===== config.mk =====
export PLATFORM = sky130hd
export DESIGN_NAME = adc_sample_scheduler_flat
export DESIGN_NICKNAME = d
export VERILOG_FILES = /design/src/rtl/adc_sample_scheduler_if.sv /design/src/rtl/adc_sample_scheduler.sv /design/src/flat_wrapper.sv
export SDC_FILE = /design/constraint.sdc
export NUM_CORES = 1
export LEC_CHECK = 0
export ABC_AREA = 1
export BUFFER_PORTS_ARGS = -buffer_cell sky130_fd_sc_hd__clkbuf_2
export CAP_MARGIN = 5
export CORE_ASPECT_RATIO = 1.2
export CORE_UTILIZATION = 40
export CTS_CLUSTER_DIAMETER = 120
export DETAILED_ROUTE_END_ITERATION = 6
export HOLD_SLACK_MARGIN = 0.03
export PLACE_DENSITY = 0.67
export SYNTH_ARGS = -nofsm -noshare
export SYNTH_HDL_FRONTEND = slang
export SYNTH_SLANG_ARGS = --single-unit
export TNS_END_PERCENT = 5

===== constraint.sdc =====
create_clock -name clk_i -period 1.9 [get_ports clk_i]
set_input_delay 0.095 -clock clk_i [delete_from_list [all_inputs] [get_ports clk_i]]
set_output_delay 0.095 -clock clk_i [all_outputs]
set_load 0.01 [all_outputs]

===== src/rtl/adc_sample_scheduler_if.sv =====
// Serializer-side handshake bundle for adc_sample_scheduler.
//   master (scheduler):  drives spi_start_o / spi_rden_o, observes serializer
//                        state, last-bit pulse, FIFO push and FIFO full.
//   slave  (serializer): the mirror image.
// Signal names keep the scheduler's original port names.
interface adc_sample_scheduler_if;
  logic       spi_start_o;      // one-cycle conversion start
  logic       spi_rden_o;       // read-enable / pair toggle enable
  logic [1:0] spi_fsm_st_i;     // 0 idle, 1 transmit, 2 done
  logic       spi_tfer_done_i;  // last-bit pulse
  logic       sensor_push_i;    // FIFO push of a completed pair
  logic       rx_fifo_full_i;   // RX FIFO full

  modport master (
    output spi_start_o, spi_rden_o,
    input  spi_fsm_st_i, spi_tfer_done_i, sensor_push_i, rx_fifo_full_i
  );

  modport slave (
    input  spi_start_o, spi_rden_o,
    output spi_fsm_st_i, spi_tfer_done_i, sensor_push_i, rx_fifo_full_i
  );
endinterface


===== src/rtl/adc_sample_scheduler.sv =====
// Conversion scheduler for the AD7476 serializer.
// Issues spi_start pulses every max(rate_div_i, MIN_PERIOD) clocks, holds the
// serializer read-enable for the length of a run, stops after pair_count_i
// sample pairs (0 = continuous) or when enable_i drops, and skips conversions
// while the RX FIFO is full, counting them as overflows.
// Ports:
//   clk_i, rst_i        clock, asynchronous active-high reset
//   enable_i            run request (level)
//   rate_div_i          sample period in clocks (clamped to MIN_PERIOD)
//   pair_count_i        pairs per run, 0 = continuous
//   clr_ovf_i           clears overflow_o / ovf_cnt_o
//   spi                 serializer handshake (master side)
//   busy_o, done_o      run in progress / one-cycle end-of-run pulse
//   overflow_o          sticky skipped-conversion flag
//   ovf_cnt_o           saturating skipped-conversion count
//   pairs_o             pairs pushed in current/last run
module adc_sample_scheduler #(
  parameter int unsigned MIN_PERIOD = 18,
  parameter int unsigned CNT_W      = 16,
  parameter int unsigned OVF_W      = 8
) (
  input  logic                 clk_i,
  input  logic                 rst_i,
  input  logic                 enable_i,
  input  logic [CNT_W-1:0]     rate_div_i,
  input  logic [CNT_W-1:0]     pair_count_i,
  input  logic                 clr_ovf_i,
  adc_sample_scheduler_if.master spi,
  output logic                 busy_o,
  output logic                 done_o,
  output logic                 overflow_o,
  output logic [OVF_W-1:0]     ovf_cnt_o,
  output logic [CNT_W-1:0]     pairs_o
);

  localparam logic [CNT_W-1:0] MIN_P = CNT_W'(MIN_PERIOD);
  localparam logic [CNT_W-1:0] ONE   = CNT_W'(1);

  typedef enum logic [1:0] {
    IDLE  = 2'd0,
    WAIT  = 2'd1,
    CONV  = 2'd2,
    DRAIN = 2'd3
  } state_t;

  state_t           state;
  logic [CNT_W-1:0] period_cnt;
  logic [CNT_W:0]   conv_cnt;

  logic [CNT_W-1:0] eff_period;
  logic [CNT_W:0]   conv_next;
  logic [CNT_W:0]   conv_target;
  logic             last_conv;
  logic             ser_ready;
  logic             slot;

  always_comb begin
    eff_period  = (rate_div_i < MIN_P) ? MIN_P : rate_div_i;
    conv_next   = conv_cnt + (CNT_W+1)'(1);
    conv_target = {pair_count_i, 1'b0};
    last_conv   = (pair_count_i != '0) && (conv_next == conv_target);
    // The done state always returns to idle on the next edge, so a start
    // registered while the serializer is in done lands on an idle serializer.
    // This keeps back-to-back starts exactly one period apart.
    ser_ready   = (spi.spi_fsm_st_i == 2'd0) || (spi.spi_fsm_st_i == 2'd2);
    slot        = (period_cnt == ONE) && ser_ready;
  end

  always_ff @(posedge clk_i or posedge rst_i) begin
    if (rst_i) begin
      state           <= IDLE;
      period_cnt      <= '0;
      conv_cnt        <= '0;
      spi.spi_start_o <= 1'b0;
      spi.spi_rden_o  <= 1'b0;
      busy_o          <= 1'b0;
      done_o          <= 1'b0;
      overflow_o      <= 1'b0;
      ovf_cnt_o       <= '0;
      pairs_o         <= '0;
    end else begin
      spi.spi_start_o <= 1'b0;
      done_o          <= 1'b0;

      if (clr_ovf_i) begin
        overflow_o <= 1'b0;
        ovf_cnt_o  <= '0;
      end

      if ((state != IDLE) && spi.sensor_push_i)
        pairs_o <= pairs_o + ONE;

      case (state)
        IDLE: begin
          if (enable_i) begin
            state          <= WAIT;
            period_cnt     <= ONE;
            conv_cnt       <= '0;
            pairs_o        <= '0;
            spi.spi_rden_o <= 1'b1;
            busy_o         <= 1'b1;
          end
        end

        WAIT: begin
          if (!enable_i) begin
            state <= DRAIN;
          end else if (slot) begin
            period_cnt <= eff_period;
            if (!spi.rx_fifo_full_i) begin
              spi.spi_start_o <= 1'b1;
              state           <= CONV;
            end else if (!clr_ovf_i) begin
              overflow_o <= 1'b1;
              if (ovf_cnt_o != '1)
                ovf_cnt_o <= ovf_cnt_o + OVF_W'(1);
            end
          end else if (period_cnt > ONE) begin
            period_cnt <= period_cnt - ONE;
          end
        end

        CONV: begin
          if (period_cnt > ONE)
            period_cnt <= period_cnt - ONE;
          if (spi.spi_tfer_done_i) begin
            conv_cnt <= conv_next;
            if (last_conv || !enable_i)
              state <= DRAIN;
            else
              state <= WAIT;
          end
        end

        DRAIN: begin
          state          <= IDLE;
          done_o         <= 1'b1;
          spi.spi_rden_o <= 1'b0;
          busy_o         <= 1'b0;
        end

        default: state <= IDLE;
      endcase
    end
  end

endmodule


===== src/flat_wrapper.sv =====
// flat-port wrapper written by rule: the top's interface ports become plain ports
module adc_sample_scheduler_flat 
#(
  parameter int unsigned MIN_PERIOD = 18,
  parameter int unsigned CNT_W      = 16,
  parameter int unsigned OVF_W      = 8
)
  (clk_i, rst_i, enable_i, rate_div_i, pair_count_i, clr_ovf_i, busy_o, done_o, overflow_o, ovf_cnt_o, pairs_o, spi_spi_start_o, spi_spi_rden_o, spi_spi_fsm_st_i, spi_spi_tfer_done_i, spi_sensor_push_i, spi_rx_fifo_full_i);
  adc_sample_scheduler_if spi_i ();
  input  logic clk_i;
  input  logic rst_i;
  input  logic enable_i;
  input  logic [CNT_W-1:0] rate_div_i;
  input  logic [CNT_W-1:0] pair_count_i;
  input  logic clr_ovf_i;
  output logic busy_o;
  output logic done_o;
  output logic overflow_o;
  output logic [OVF_W-1:0] ovf_cnt_o;
  output logic [CNT_W-1:0] pairs_o;
  output wire logic [$bits(spi_i.spi_start_o)-1:0] spi_spi_start_o;
  output wire logic [$bits(spi_i.spi_rden_o)-1:0] spi_spi_rden_o;
  input wire logic [$bits(spi_i.spi_fsm_st_i)-1:0] spi_spi_fsm_st_i;
  input wire logic [$bits(spi_i.spi_tfer_done_i)-1:0] spi_spi_tfer_done_i;
  input wire logic [$bits(spi_i.sensor_push_i)-1:0] spi_sensor_push_i;
  input wire logic [$bits(spi_i.rx_fifo_full_i)-1:0] spi_rx_fifo_full_i;
  assign spi_spi_start_o = spi_i.spi_start_o;
  assign spi_spi_rden_o = spi_i.spi_rden_o;
  assign spi_i.spi_fsm_st_i = spi_spi_fsm_st_i;
  assign spi_i.spi_tfer_done_i = spi_spi_tfer_done_i;
  assign spi_i.sensor_push_i = spi_sensor_push_i;
  assign spi_i.rx_fifo_full_i = spi_rx_fifo_full_i;
  adc_sample_scheduler #(.MIN_PERIOD(MIN_PERIOD), .CNT_W(CNT_W), .OVF_W(OVF_W)) u_core (.clk_i(clk_i), .rst_i(rst_i), .enable_i(enable_i), .rate_div_i(rate_div_i), .pair_count_i(pair_count_i), .clr_ovf_i(clr_ovf_i), .spi(spi_i), .busy_o(busy_o), .done_o(done_o), .overflow_o(overflow_o), .ovf_cnt_o(ovf_cnt_o), .pairs_o(pairs_o));
endmodule

==> flow_summary.json <==
{
  "cts_sinks": 63,
  "ys.warnings.count": 0,
  "gr-total-overflow": 0,
  "firstDrtPassIters": 5,
  "period_share_pct": 105,
  "avgRoutedWirePerCell_um": 13.1,
  "path_clk_slew_ps": 60,
  "fin_crit_ps": 1990,
  "root_buffer": "clkbuf_16",
  "cts_tree": "yes",
  "num_antenna_cells": 0,
  "cts.path.max_buffers": 2,
  "yosysTopAreaCellShare_pct": 36.4,
  "synth_area_per_cell_um2": 6.89,
  "rows": 41,
  "cts_buffers": 9,
  "p_comb_share_pct": 58.8,
  "syn2layout_area_growth_pct": 30.5,
  "synth_nets": 679,
  "synth_area_leaders": "dfrtp_1, nand2_1, inv_1, nand3_1, nor2_1",
  "finClkSkew_ps": 4.09,
  "critical_path_class": "flip-flop to flip-flop",
  "p_clk_share_pct": 19.4,
  "first_global_vias": 4479,
  "violations": "negative setup slack",
  "p_switching_w": 0.00365,
  "drtIter0Drc": 216,
  "synth_cell_types": 45,
  "mostFrequentLayoutCells": "nand2_1, inv_1, clkbuf_2",
  "drv_cap": 0,
  "routed_wl_um": 11700,
  "fin_ws_ps": -88.7,
  "antenna_left": 0,
  "core-area_um2": 10500,
  "routed_via_density": 5.17,
  "status": "finished, violations left",
  "crit_fanout": 7,
  "p_total_w": 0.00831,
  "grt_max_degree": 64,
  "drive_gt1_share_pct": 25.3,
  "cp.required_ps": 2110,
  "worst_r2r_startpoint": "u_core.period_cnt[1]",
  "synth_area_um2": 4340,
  "setup_viol": 8,
  "grt_first_pass_wirelength_um": 19700,
  "synth-seq-area-share_pct": 36.4,
  "sequentialPowerShare_pct": 21.8,
  "finalInstanceArea_um2": 5660,
  "hold_path.class": "input port to flip-flop",
  "num_vias": 4594,
  "reg2reg_depth": 10,
  "syn_inst": 629,
  "relSlewSlack_pct": 66.7,
  "internal_power_w": 0.00465,
  "max_slew.worst_pin.slew_ps": 498,
  "clk_latency_ps": 330,
  "numPortBuffers": 68,
  "timing.fmax_ghz": 0.503,
  "leakage_nw": 2.88,
  "grt_usage_pct": 21.4,
  "die_w_um": 97.1,
  "hpwlAfterDp_um": 8660,
  "die_h_um": 116,
  "setup_tns_ps": -347,
  "crit_path_start_kind": "flip-flop",
  "p_sw_share_pct": 44.0,
  "rsz0062_at_grt": "yes",
  "antenna_found_initial": 0,
  "initial_core_util_pct": 41.2,
  "peakVddDrop_mv": 1.01,
  "pre_cts_ws_ps": -40.9,
  "finalMaxSlewViolations": 0,
  "finalHoldViolations": 0,
  "crit_start": "u_core.period_cnt[1]",
  "worstPathArrival_ps": 2200,
  "whs_path_depth": 3,
  "hold_path_startpoint": "rate_div_i[0]",
  "yosysTopAreaCell": "dfrtp_1",
  "gp_congestion": 0.870,
  "htree_levels": 3,
  "post-route-drc-count": 0,
  "powerDensity_nw_per_um2": 1470,
  "crit_path_end_kind": "flip-flop",
  "die_area_um2": 11300,
  "nets": 805,
  "ys_ff_latch": 63,
  "ioPinCount": 70,
  "placed_area_um2": 5140,
  "layout_commonest_cell": "nand2_1"
}
## synthesized netlist by cell type, drive strengths merged
cell type  number
o21bai          1
a32oi           1
nor3            9
o21ai          55
o41ai           1
o31ai           1
nand3          58
nor2           80
xnor2           3
bufbuf          1
xor2            8
nor3b           1
a22oi           1
nor4            3
clkbuf          4
inv           103
o21a            1
a32o            1
nand4           8
buf             2
and2            1
a21o            1
dfrtp          63
nand3b          2
ha              9
a31oi           1
a21oi          24
a211oi          1
a22o            3
o22ai          14
nand2         167
o221a           1
## metrics by stage
stage	std cells	hold WS, ps	util, %
2_1_floorplan	629	161	-
4_1_cts	881	37.1	52.1
5_1_grt	889	54.5	53.8
6_report	889	36.2	53.8
3_5_place_dp	862	185	48.8
3_3_place_gp	862	178	48.8
## path summary, 6_finish.rpt
path,to,slack [ps]
worst max-delay path,u_core.period_cnt[2],-90
worst min-delay path,u_core.period_cnt[0],40
worst max register to register,u_core.period_cnt[2],-90
worst min register to register,u_core.overflow_o,500
max in group asynchronous,u_core.period_cnt[2],1220
min in group asynchronous,u_core.pairs_o[14],370
## flip-flops by register name, indices dropped and copies added (netlist names)
register                flops
u_core.state                2
u_core.ovf_cnt_o            8
u_core.spi.spi_start_o      1
u_core.overflow_o           1
u_core.spi.spi_rden_o       1
u_core.pairs_o             16
u_core.conv_cnt            17
u_core.done_o               1
u_core.period_cnt          16
## layer usage
layer	vias up	wire (um)	share of wire, %	track usage (%)
met2	134	5900	51	38.4
met5	-	0	0	0
met4	0	208	1.8	8.16
li1	2293	-	-	-
met3	17	560	4.8	3.86
met1	2150	4990	43	25.7
## power by group through the flow
| stage | sequential, W | clock (W) | combinational (W) |
|---|---|---|---|
| after global placement | 0.00180 | 0 | 0.00413 |
| after global routing | 0.00184 | 0.00170 | 0.00543 |
| after CTS | 0.00179 | 0.00166 | 0.00427 |
| final | 0.00181 | 0.00161 | 0.00488 |
| after detailed placement | 0.00180 | 0 | 0.00421 |
| after floorplan | 0.00183 | 0 | 0.00269 |
## logic make-up after synthesis
| logic type | Yosys count | share of synthesized area [%] |
|---|---|---|
| adders and majority gates | 9 | 2.60 |
| DFF | 63 | 36.4 |
| xor gates and xnor gates | 11 | 2.22 |
| and+or+nand+nor | 329 | 34.2 |
| buffers and inverters | 110 | 10.4 |
| AOI/OAI and AO/OA | 107 | 14.3 |
## what timing repair did
item	CTS	global route
pin swaps	5	17
hold buffers	3	0
setup endpoints to repair	7	43
buffers inserted	0	8
gates resized for setup	5	41
endpoints found under the hold margin	65	0
gates cloned	0	0
## worst max-delay path, stage by stage (launching register included)
cell	delay (ps)
dfrtp_1	390
inv_2	120
ha_4	160
nand2_4	50
nor2_4	180
nand3_4	160
a21oi_4	300
inv_2	130
o21ai_0	90
o21ai_0	90
a22o_1	190
## final cells by class
type,count,area [um2]
Timing Repair Buffer,122,773
Fill cell,1016,4860
Clock inverter,6,61.3
Inverter,103,389
Multi-Input combinational cell,456,2470
Tap cell,129,161
Clock buffer,10,229
Sequential cell,63,1580
Note: power is estimated with default switching activity, not from simulation.
